==> src/rtl/hs_bus_arbiter.sv <==
// -----------------------------------------------------------------------------
// hs_bus_arbiter
//
// Shares the 005885 work RAM between the main MC6809E and the MiSTer hiscore
// port. A hiscore request waits for vertical blank, halts the CPU through
// nHALT, waits for the bus-available acknowledge and then grants the hiscore
// module exclusive RAM access. The user pause is merged onto the same nHALT
// line.
//
// Parameters
//   ACK_TIMEOUT  clk_49m cycles allowed in HALT for BA to be qualified
//   MAX_GRANT    longest single grant, in clk_49m cycles
//   GUARD        cycles nHALT stays asserted after the grant drops (>= 1)
//
// Ports
//   clk_49m        in   system clock, 49.152 MHz
//   reset          in   synchronous, active-high
//   n_pause        in   user pause, active-low
//   hs_req         in   hiscore RAM request, level
//   vblank         in   005885 VBLK
//   cpu_ba         in   MC6809E bus-available, asynchronous
//   cpu_n_halt     out  MC6809E nHALT (registered)
//   hs_grant       out  005885 hs_access; hiscore may drive the RAM only
//                       while this is high (registered)
//   busy           out  FSM not idle
//   ack_timeout    out  sticky: BA never qualified within ACK_TIMEOUT
//   grant_overrun  out  sticky: a grant reached MAX_GRANT
// -----------------------------------------------------------------------------
module hs_bus_arbiter #(
   parameter int unsigned ACK_TIMEOUT = 4096,
   parameter int unsigned MAX_GRANT   = 65535,
   parameter int unsigned GUARD       = 8
) (
   input  logic clk_49m,
   input  logic reset,
   input  logic n_pause,
   input  logic hs_req,
   input  logic vblank,
   input  logic cpu_ba,
   output logic cpu_n_halt,
   output logic hs_grant,
   output logic busy,
   output logic ack_timeout,
   output logic grant_overrun
);

   typedef enum logic [2:0] {
      S_IDLE,
      S_WAIT_VBL,
      S_HALT,
      S_GRANT,
      S_RELEASE
   } state_e;

   localparam int CW = 17;
   localparam logic [CW-1:0] CNT_MAX    = '1;
   localparam logic [CW-1:0] ACK_LAST   = CW'(ACK_TIMEOUT - 1);
   localparam logic [CW-1:0] GRANT_LAST = CW'(MAX_GRANT - 1);
   localparam logic [CW-1:0] GUARD_LAST = CW'(GUARD - 1);

   state_e          state_q, state_d;
   logic [CW-1:0]   cnt_q, cnt_d, cnt_inc;
   logic            armed_q, armed_d;
   logic            ack_to_q, ack_to_d;
   logic            ovr_q, ovr_d;
   logic            n_halt_q;
   logic            grant_q;

   // BA synchroniser (meta -> sync) plus one qualifying stage (prev).
   logic            ba_meta_q, ba_sync_q, ba_prev_q;
   logic            ba_en;
   logic            ba_ok;
   logic            halt_fsm;

   // Saturating cycle counter shared by HALT, GRANT and RELEASE.
   assign cnt_inc = (cnt_q == CNT_MAX) ? cnt_q : cnt_q + CW'(1);

   // BA must be seen high on two consecutive synchronised samples.
   assign ba_ok = ba_sync_q & ba_prev_q;

   // The BA pipeline only runs while the FSM is (about to be) halting or
   // granting; it is flushed otherwise, so every halt re-qualifies BA from
   // scratch even if the CPU was already stopped by the user pause.
   assign ba_en = (state_d == S_HALT) || (state_d == S_GRANT);

   assign halt_fsm = (state_q == S_HALT) || (state_q == S_GRANT) ||
                     (state_q == S_RELEASE);

   // ---------------------------------------------------------------- next state
   always_comb begin
      state_d  = state_q;
      cnt_d    = cnt_inc;
      armed_d  = armed_q;
      ack_to_d = ack_to_q;
      ovr_d    = ovr_q;

      // Any cycle without a request re-arms the block.
      if (!hs_req) armed_d = 1'b1;

      case (state_q)
         S_IDLE: begin
            cnt_d = '0;
            if (hs_req && armed_q) state_d = S_WAIT_VBL;
         end

         S_WAIT_VBL: begin
            cnt_d = '0;
            if (!hs_req)     state_d = S_IDLE;
            else if (vblank) state_d = S_HALT;
         end

         S_HALT: begin
            // The CPU is already being halted, so a withdrawn request still
            // goes through RELEASE to give the bus its guard time.
            if (!hs_req) begin
               state_d = S_RELEASE;
               cnt_d   = '0;
            end else if (ba_ok) begin
               state_d = S_GRANT;
               cnt_d   = '0;
            end else if (cnt_q == ACK_LAST) begin
               ack_to_d = 1'b1;
               state_d  = S_RELEASE;
               cnt_d    = '0;
            end
         end

         S_GRANT: begin
            // A BA glitch ends the grant silently: the hiscore port must
            // never drive the RAM while the CPU may own the bus.
            if (!hs_req || !ba_sync_q) begin
               state_d = S_RELEASE;
               cnt_d   = '0;
            end else if (cnt_q == GRANT_LAST) begin
               ovr_d   = 1'b1;
               state_d = S_RELEASE;
               cnt_d   = '0;
            end
         end

         S_RELEASE: begin
            if (cnt_q == GUARD_LAST) begin
               state_d = S_IDLE;
               cnt_d   = '0;
               // A request still held here is stale; wait for it to drop.
               if (hs_req) armed_d = 1'b0;
            end
         end

         default: begin
            state_d = S_IDLE;
            cnt_d   = '0;
         end
      endcase
   end

   // ---------------------------------------------------------------- registers
   always_ff @(posedge clk_49m) begin
      if (reset) begin
         state_q   <= S_IDLE;
         cnt_q     <= '0;
         armed_q   <= 1'b1;
         ack_to_q  <= 1'b0;
         ovr_q     <= 1'b0;
         n_halt_q  <= 1'b1;
         grant_q   <= 1'b0;
         ba_meta_q <= 1'b0;
         ba_sync_q <= 1'b0;
         ba_prev_q <= 1'b0;
      end else begin
         state_q   <= state_d;
         cnt_q     <= cnt_d;
         armed_q   <= armed_d;
         ack_to_q  <= ack_to_d;
         ovr_q     <= ovr_d;
         n_halt_q  <= n_pause & ~halt_fsm;
         // Raised the cycle after GRANT entry; dropped on the very edge the
         // FSM leaves GRANT so the hiscore port loses the bus immediately.
         grant_q   <= (state_q == S_GRANT) && (state_d == S_GRANT);
         ba_meta_q <= ba_en & cpu_ba;
         ba_sync_q <= ba_en & ba_meta_q;
         ba_prev_q <= ba_en & ba_sync_q;
      end
   end

   assign cpu_n_halt    = n_halt_q;
   assign hs_grant      = grant_q;
   assign busy          = (state_q != S_IDLE);
   assign ack_timeout   = ack_to_q;
   assign grant_overrun = ovr_q;

endmodule
==> config.mk <==
export PLATFORM = sky130hd
export DESIGN_NAME = hs_bus_arbiter
export DESIGN_NICKNAME = d
export VERILOG_FILES = /design/src/rtl/hs_bus_arbiter.sv
export SDC_FILE = /design/constraint.sdc
export NUM_CORES = 1
export LEC_CHECK = 0
export ABC_AREA = 1
export ABC_CLOCK_PERIOD_IN_PS = 2080
export BUFFER_PORTS_ARGS = -buffer_cell sky130_fd_sc_hd__buf_4
export CAP_MARGIN = 5
export CORE_ASPECT_RATIO = 0.75
export CORE_MARGIN = 2
export CORE_UTILIZATION = 35
export DETAILED_ROUTE_END_ITERATION = 7
export PLACE_DENSITY = 0.56
export REMOVE_ABC_BUFFERS = 1
export SLEW_MARGIN = 20
export SYNTH_ARGS = -nofsm -noshare
export SYNTH_HDL_FRONTEND = slang
export SYNTH_SLANG_ARGS = --single-unit
export TNS_END_PERCENT = 1
==> constraint.sdc <==
create_clock -name clk_49m -period 2.08 [get_ports clk_49m]
set_clock_uncertainty 0.05 [all_clocks]
set_input_delay 0.208 -clock clk_49m [delete_from_list [all_inputs] [get_ports clk_49m]]
set_output_delay 0.208 -clock clk_49m [all_outputs]
set_load 0.01 [all_outputs]
==> impl_results.md, run 1 <==
- Power density over cell area: 540.2 nW/um^2
- Port Buffer Count: 10
- Hold Worst Slack: about 0.067 ns
- Synthesized area: between 1500 and 2000 um^2
- RSZ-0062 raised after global routing: false
- Site Rows: 20
- CORE AREA: 4104 um^2
- Maximum root-to-sink buffer count: 2
- Final Setup Violations: 0
- Yosys reg bits: 28
- Ant diodes: 0
- Hold_buf cts: 0
- Worst EP required: approximately 2.2 ns
- Sequential-to-total area share from yosys stat: 36.87%
- Met3 Wirelength: roughly 210 um
- CTS root buffer: clkbuf_8
- DR pass1 iterations: 4
- Crit path kind: reg -> reg
- CTS clk-pin slew, worst paths: 0.09 ns
- Post-DP HPWL: 2470 um
- CTS tree: built
- Slew margin rel.: 80.34%
- Leakage: about 0.74 nW
- Ports: 11
- Initial cell density of the core: ~37%
- DR WL/cell: 10.46 um
- Routed via count: 1,326
- Routed vias/inst: 4.435
- Total CTS buffers: 3
- First-pass GRT wire length: 5499 um
- X dimension of the die: 80.10 um
- Worst Path Arrival: 1.91 ns
- Aggregate routed wire length: 3127 um
- Layout area overhead: 11.03%
- Share of cells above drive strength 1: 11.48%
- Die area: 4892 um^2
- Total GRT Usage: 14.79%
- Fillers: around 460
- Worst R2R Setup Slack: 0.28 ns
- DR top layer: met4
- Peak supply drop: approximately 0.38 mV
- WL met2: roughly 1100 um
- Grt ovf: 0
- Critical Path Fanout Max: 17
- Nets: around 250
- Power Total: roughly 910 uW
- Final core area utilization: 41.13%
- Placer Congestion: 0.8397
- Fmax: between 0.5 and 0.6 GHz
- YS warnings: 0
- CP Capture Type: register
- Register Area: between 500 and 600 um^2
- Max cap viols: 0
- Worst setup SP type: register
- Min-Delay Path Class: in -> reg
- DR iter-0 viols: 94
- Status: finished clean
- Pin count of the biggest net entering global routing: 18
- H-Tree Depth: 1
- DRT met1 WL: roughly 1800 um
- Cells after Synth: 232
- Synth cell types: 24
- Area of the multi-input gates: 782.0 um^2
- Clock tree sinks: 28
- DRC: 0
- Fin crit period: 1.799 ns
- Period utilization: 86.48%
- Setup TNS: 0 ns
- Synth Area per Inst: 6.553 um^2
- Post-CTS resize count: 0
- Initial antenna violation count: 0
- Final ANT Viol Nets: 0
- Setup bufs post-CTS: 0
- Die Ht: 61.08 um
- Fin. max-slew vios: 0
- Slew @ Worst Pin: between 0.2 and 0.3 ns
- Clk_lat worst skew: 0.27 ns
- Final Hold Fails: 0
- Vias in the first global route: around 1.2k
==> critical path: stages, from the launching register on <==
cell and delay, ns:
dfxtp_1 0.39, ha_1 0.25, nand3_1 0.14, inv_1 0.12, nand2_2 0.10, inv_2 0.07
nand2_1 0.11, nand2_1 0.11, nand3_2 0.10, nand2_4 0.19, nor2_1 0.07
==> synth_stat cells <==
library cell	instances	area share (%)
o21bai_1	1	0.49
nand2_4	2	1.5
a21oi_1	6	2.0
nand3_2	1	0.66
nor2_1	54	13
nand2_2	3	1.2
nor4_1	1	0.41
dfxtp_1	28	37
nand4_1	3	1.2
buf_12	1	1.3
xor2_1	9	5.2
buf_6	1	0.74
inv_2	1	0.25
nor3_1	4	1.3
inv_1	38	9.4
o21ai_0	5	1.6
nand3_1	12	4.0
o21ai_2	1	0.58
xnor2_1	1	0.58
nor2_2	6	2.5
nand2_1	50	12
ha_1	2	1.6
o22ai_1	1	0.41
o21a_1	1	0.49
==> stage by stage <==
stage / cells / area (um^2) / setup WS [ns]
after floorplan: 230 / 1489 / 0.5231
after global placement: 295 / 1633 / 0.3480
after detailed placement: 295 / 1633 / 0.3064
after CTS: 299 / 1688 / 0.2860
after global routing: 299 / 1688 / 0.1135
final: 299 / 1688 / 0.2813
==> area by class of cell <==
| type | count | share of cell area (%) |
|---|---|---|
| Multi-Input combinational cell | 163 | 46.33 |
| Timing Repair Buffer | 10 | 4.448 |
| Clock buffer | 4 | 3.262 |
| Sequential cell | 28 | 33.21 |
| Inverter | 39 | 8.673 |
| Tap cell | 55 | 4.077 |
==> where the power goes <==
group,internal [mW],leakage (nW),switching (mW)
clock network,0.169,0.0288,0.164
registers,0.539,0.226,0.00195
logic,0.0168,0.482,0.0207
==> layer usage <==
metal | vias up | GRT usage (%)
met4 | 0 | 3.632
met3 | 2 | 2.639
met5 | - | 0
li1 | 729 | -
met2 | 34 | 19.40
met1 | 561 | 24.26
==> cells by family after synthesis <==
kind of cell,Yosys count,synth area share [%]
AOI/OAI and AO/OA,15,5.597
buffers and inverters,41,11.69
adders and majority gates,2,1.646
and+or+nand+nor,136,38.44
xor gates and xnor gates,10,5.762
DFF,28,36.87
==> cells in the final DEF, fill, tap and decap left out, types with 3 or more instances in the layout <==
cell type / Yosys / layout
o21ai_0: 5 / 5
nand3_1: 12 / 12
a21oi_1: 6 / 6
nand2_2: 3 / 3
nand2_1: 50 / 50
nor2_1: 54 / 54
nor3_1: 4 / 4
nor2_2: 6 / 6
buf_4: 0 / 10
clkbuf_8: 0 / 4
xor2_1: 9 / 9
nand4_1: 3 / 3
dfxtp_1: 28 / 28
inv_1: 38 / 38
==> flip-flops by register name, summed over array words and instances, names as in the netlist <==
signal,count
ba_prev_q,1
ba_sync_q,1
ba_meta_q,1
ack_timeout,1
hs_grant,1
armed_q,1
state_q,3
grant_overrun,1
cnt_q,17
cpu_n_halt,1
==> final timing paths <==
check             startpoint         end  depth (start not counted)
setup / recovery    cnt_q[1]   cnt_q[13]                         10
setup reg to reg    cnt_q[1]   cnt_q[13]                         10
hold reg to reg    ba_meta_q   ba_sync_q                          2
hold / removal         reset  state_q[2]                          2
(Power assumes the default switching activity.)
==> run 2: changes to the inputs <==
--- a/config.mk
+++ b/config.mk
@@ -13,7 +13,6 @@
 export CORE_MARGIN = 2
 export CORE_UTILIZATION = 35
 export DETAILED_ROUTE_END_ITERATION = 7
-export PLACE_DENSITY = 0.56
 export REMOVE_ABC_BUFFERS = 1
 export SLEW_MARGIN = 20
 export SYNTH_ARGS = -nofsm -noshare
==> impl_results.md, run 2 (same netlist as run 1, synthesis figures left out) <==
- Routed vias/inst: 4.452 (+0.38%)
- Final ANT Viol Nets: 0 (unchanged)
- CORE AREA: 4104 um^2 (unchanged)
- Slew margin rel.: 75.70% (-4.6 points)
- Hold Crit Endpoint: state_q[2]
- RSZ-0062 raised after global routing: false
- Reg with most FFs: cnt_q
- X dimension of the die: 80.10 um (unchanged)
- Worst Path Arrival: 1.89 ns (-0.02 ns)
- Final core area utilization: 41.52% (+0.40 points)
- Power Total: 1.005 mW (+10%)
- Setup TNS: 0 ns (unchanged)
- Max cap viols: 0 (unchanged)
- Number of flip-flops in the largest register: 17 (unchanged)
- Setup bufs post-CTS: 0 (unchanged)
- Worst EP required: 2.20 ns (about the same)
- Site Rows: 20 (unchanged)
- Crit-path cells: ha_1, nand3_1, inv_1, nand2_2, nor2_2, nand2_4, nand2_1, xor2_1, nor2_1
- Nets: 253 (unchanged)
- Clk_lat worst skew: 0.28 ns (about the same)
- Port Buffer Count: 10 (unchanged)
- Worst setup SP type: register
- Register-to-Register Path Depth: 9 (-1)
- Fillers: 439 (-5.0%)
- Vias in the first global route: 1,069 (-9.1%)
- Fin. max-slew vios: 0 (unchanged)
- Status: finished clean
- Buf+Inv Stages, Crit Path: 1 (-1)
- Final Hold Fails: 0 (unchanged)
- H-Tree Depth: 1 (unchanged)
- Pin count of the biggest net entering global routing: 18 (unchanged)
- Worst R2R Start: cnt_q[1]
- Regs by FF count: cnt_q x17, state_q x3
- Hold_buf cts: 0 (unchanged)
- Placer Congestion: 0.8588 (+2.3%)
- Most frequent cells in the layout: 54 x nor2_1, 50 x nand2_1, 38 x inv_1
- Ports: 11 (unchanged)
- Peak supply drop: 0.2363 mV (-37%)
- Power density over cell area: 589.7 nW/um^2 (+9.1%)
- CTS tree: built
- CP Capture Type: register
- Share of cells above drive strength 1: 11.48% (unchanged)
- Aggregate routed wire length: 3112 um (-0.48%)
- Crit Reg-Reg Endpoint: cnt_q[3]
- Worst path top cell family by delay: simple AND/OR/NAND/NOR gates
- Die Ht: 61.08 um (unchanged)
- Ant diodes: 0 (unchanged)
- DR WL/cell: 10.41 um (-0.48%)
- Slowest CP cell: dfxtp_1
- CP peak stage delay: 0.38 ns (about the same)
- Pre-CTS WS: 0.3472 ns (+0.04073 ns)
- Post-DP HPWL: 2365 um (-4.2%)
- Worst Setup Slack, final: 0.3117 ns (+0.03040 ns)
- Period utilization: 85.01% (-1.5 points)
- Slew @ Worst Pin: 0.3632 ns (+0.07062 ns)
- Hold path cells: 2 (unchanged)
- Initial antenna violation count: 0 (unchanged)
- Maximum root-to-sink buffer count: 2 (unchanged)
- Leakage: 0.7442 nW (+0.94%)
- DRC: 0 (unchanged)
- Commonest non-fill, non-tap cell in the layout: nor2_1
- Critical Path Fanout Max: 17 (unchanged)
- CTS clk-pin slew, worst paths: 0.10 ns (about the same)
- Total GRT Usage: 13.81% (-0.98 points)
- Total CTS buffers: 3 (unchanged)
- Clock tree sinks: 28 (unchanged)
- First-pass GRT wire length: 5043 um (-8.3%)
- Routed via count: 1,331 (+0.38%)
- Die area: 4892 um^2 (unchanged)
- Min-Delay Path Class: in -> reg
- Fmax: 0.5655 GHz (+1.7%)
- Crit path kind: reg -> reg
- CTS root buffer: clkbuf_8
- Fin crit period: 1.768 ns (-0.03040 ns)
- Post-CTS resize count: 0 (unchanged)
- Initial cell density of the core: 37.04% (unchanged)
- DR pass1 iterations: 6 (+2)
- Layout area overhead: 12.10%
- DR iter-0 viols: 91 (-3.2%)
- HP Start: reset
- Final Setup Violations: 0 (unchanged)
- Grt ovf: 0 (unchanged)
- Worst R2R Setup Slack: 0.31 ns (+0.03 ns)
==> run 2: cell types whose count changed in the layout (fill, tap and decap cells not counted) <==
cell	before	now
bufinv_16	0	1
clkbuf_8	4	3
==> run 2: worst max-delay path by stage <==
stage | from | to | slack (ns) | cells past startpoint
finish | cnt_q[1] | cnt_q[3] | 0.31 | 9
global route | cnt_q[1] | cnt_q[3] | 0.15 | 9
floorplan | cnt_q[1] | cnt_q[3] | 0.52 | 9
global placement | cnt_q[1] | cnt_q[3] | 0.40 | 9
detailed placement | cnt_q[1] | cnt_q[3] | 0.35 | 9
CTS | cnt_q[1] | cnt_q[3] | 0.32 | 9
==> run 2: routing by layer <==
layer	vias up	GRT usage [%]	wire [um]
li1	729	-	-
met1	568	21.98	1744
met2	30	17.74	1172
met3	4	2.639	142
met4	0	5.811	53
met5	-	0	0
==> run 2: power by group <==
part           switching [mW]  internal, mW
clock                   0.169         0.258
combinational          0.0201        0.0168
sequential            0.00199         0.539
total                   0.191         0.814
==> run 2: area by class of cell <==
type	count	area (um^2)	share of cell area, %
clock buffers	3	41.29	2.423
clock inverters	1	30.03	1.762
inverters	39	146.4	8.590
multi-input cells	163	782.0	45.89
flip-flops and latches	28	560.5	32.89
well taps	55	68.82	4.038
repair buffers	10	75.07	4.405
==> run 2: through the flow <==
step	std cells	hold slack (ns)	instance area, um^2
after floorplan	230	0.2271	1489
after global placement	295	0.3441	1633
after detailed placement	295	0.3444	1633
after CTS	299	0.03631	1704
after global routing	299	0.03102	1704
final	299	0.05171	1704
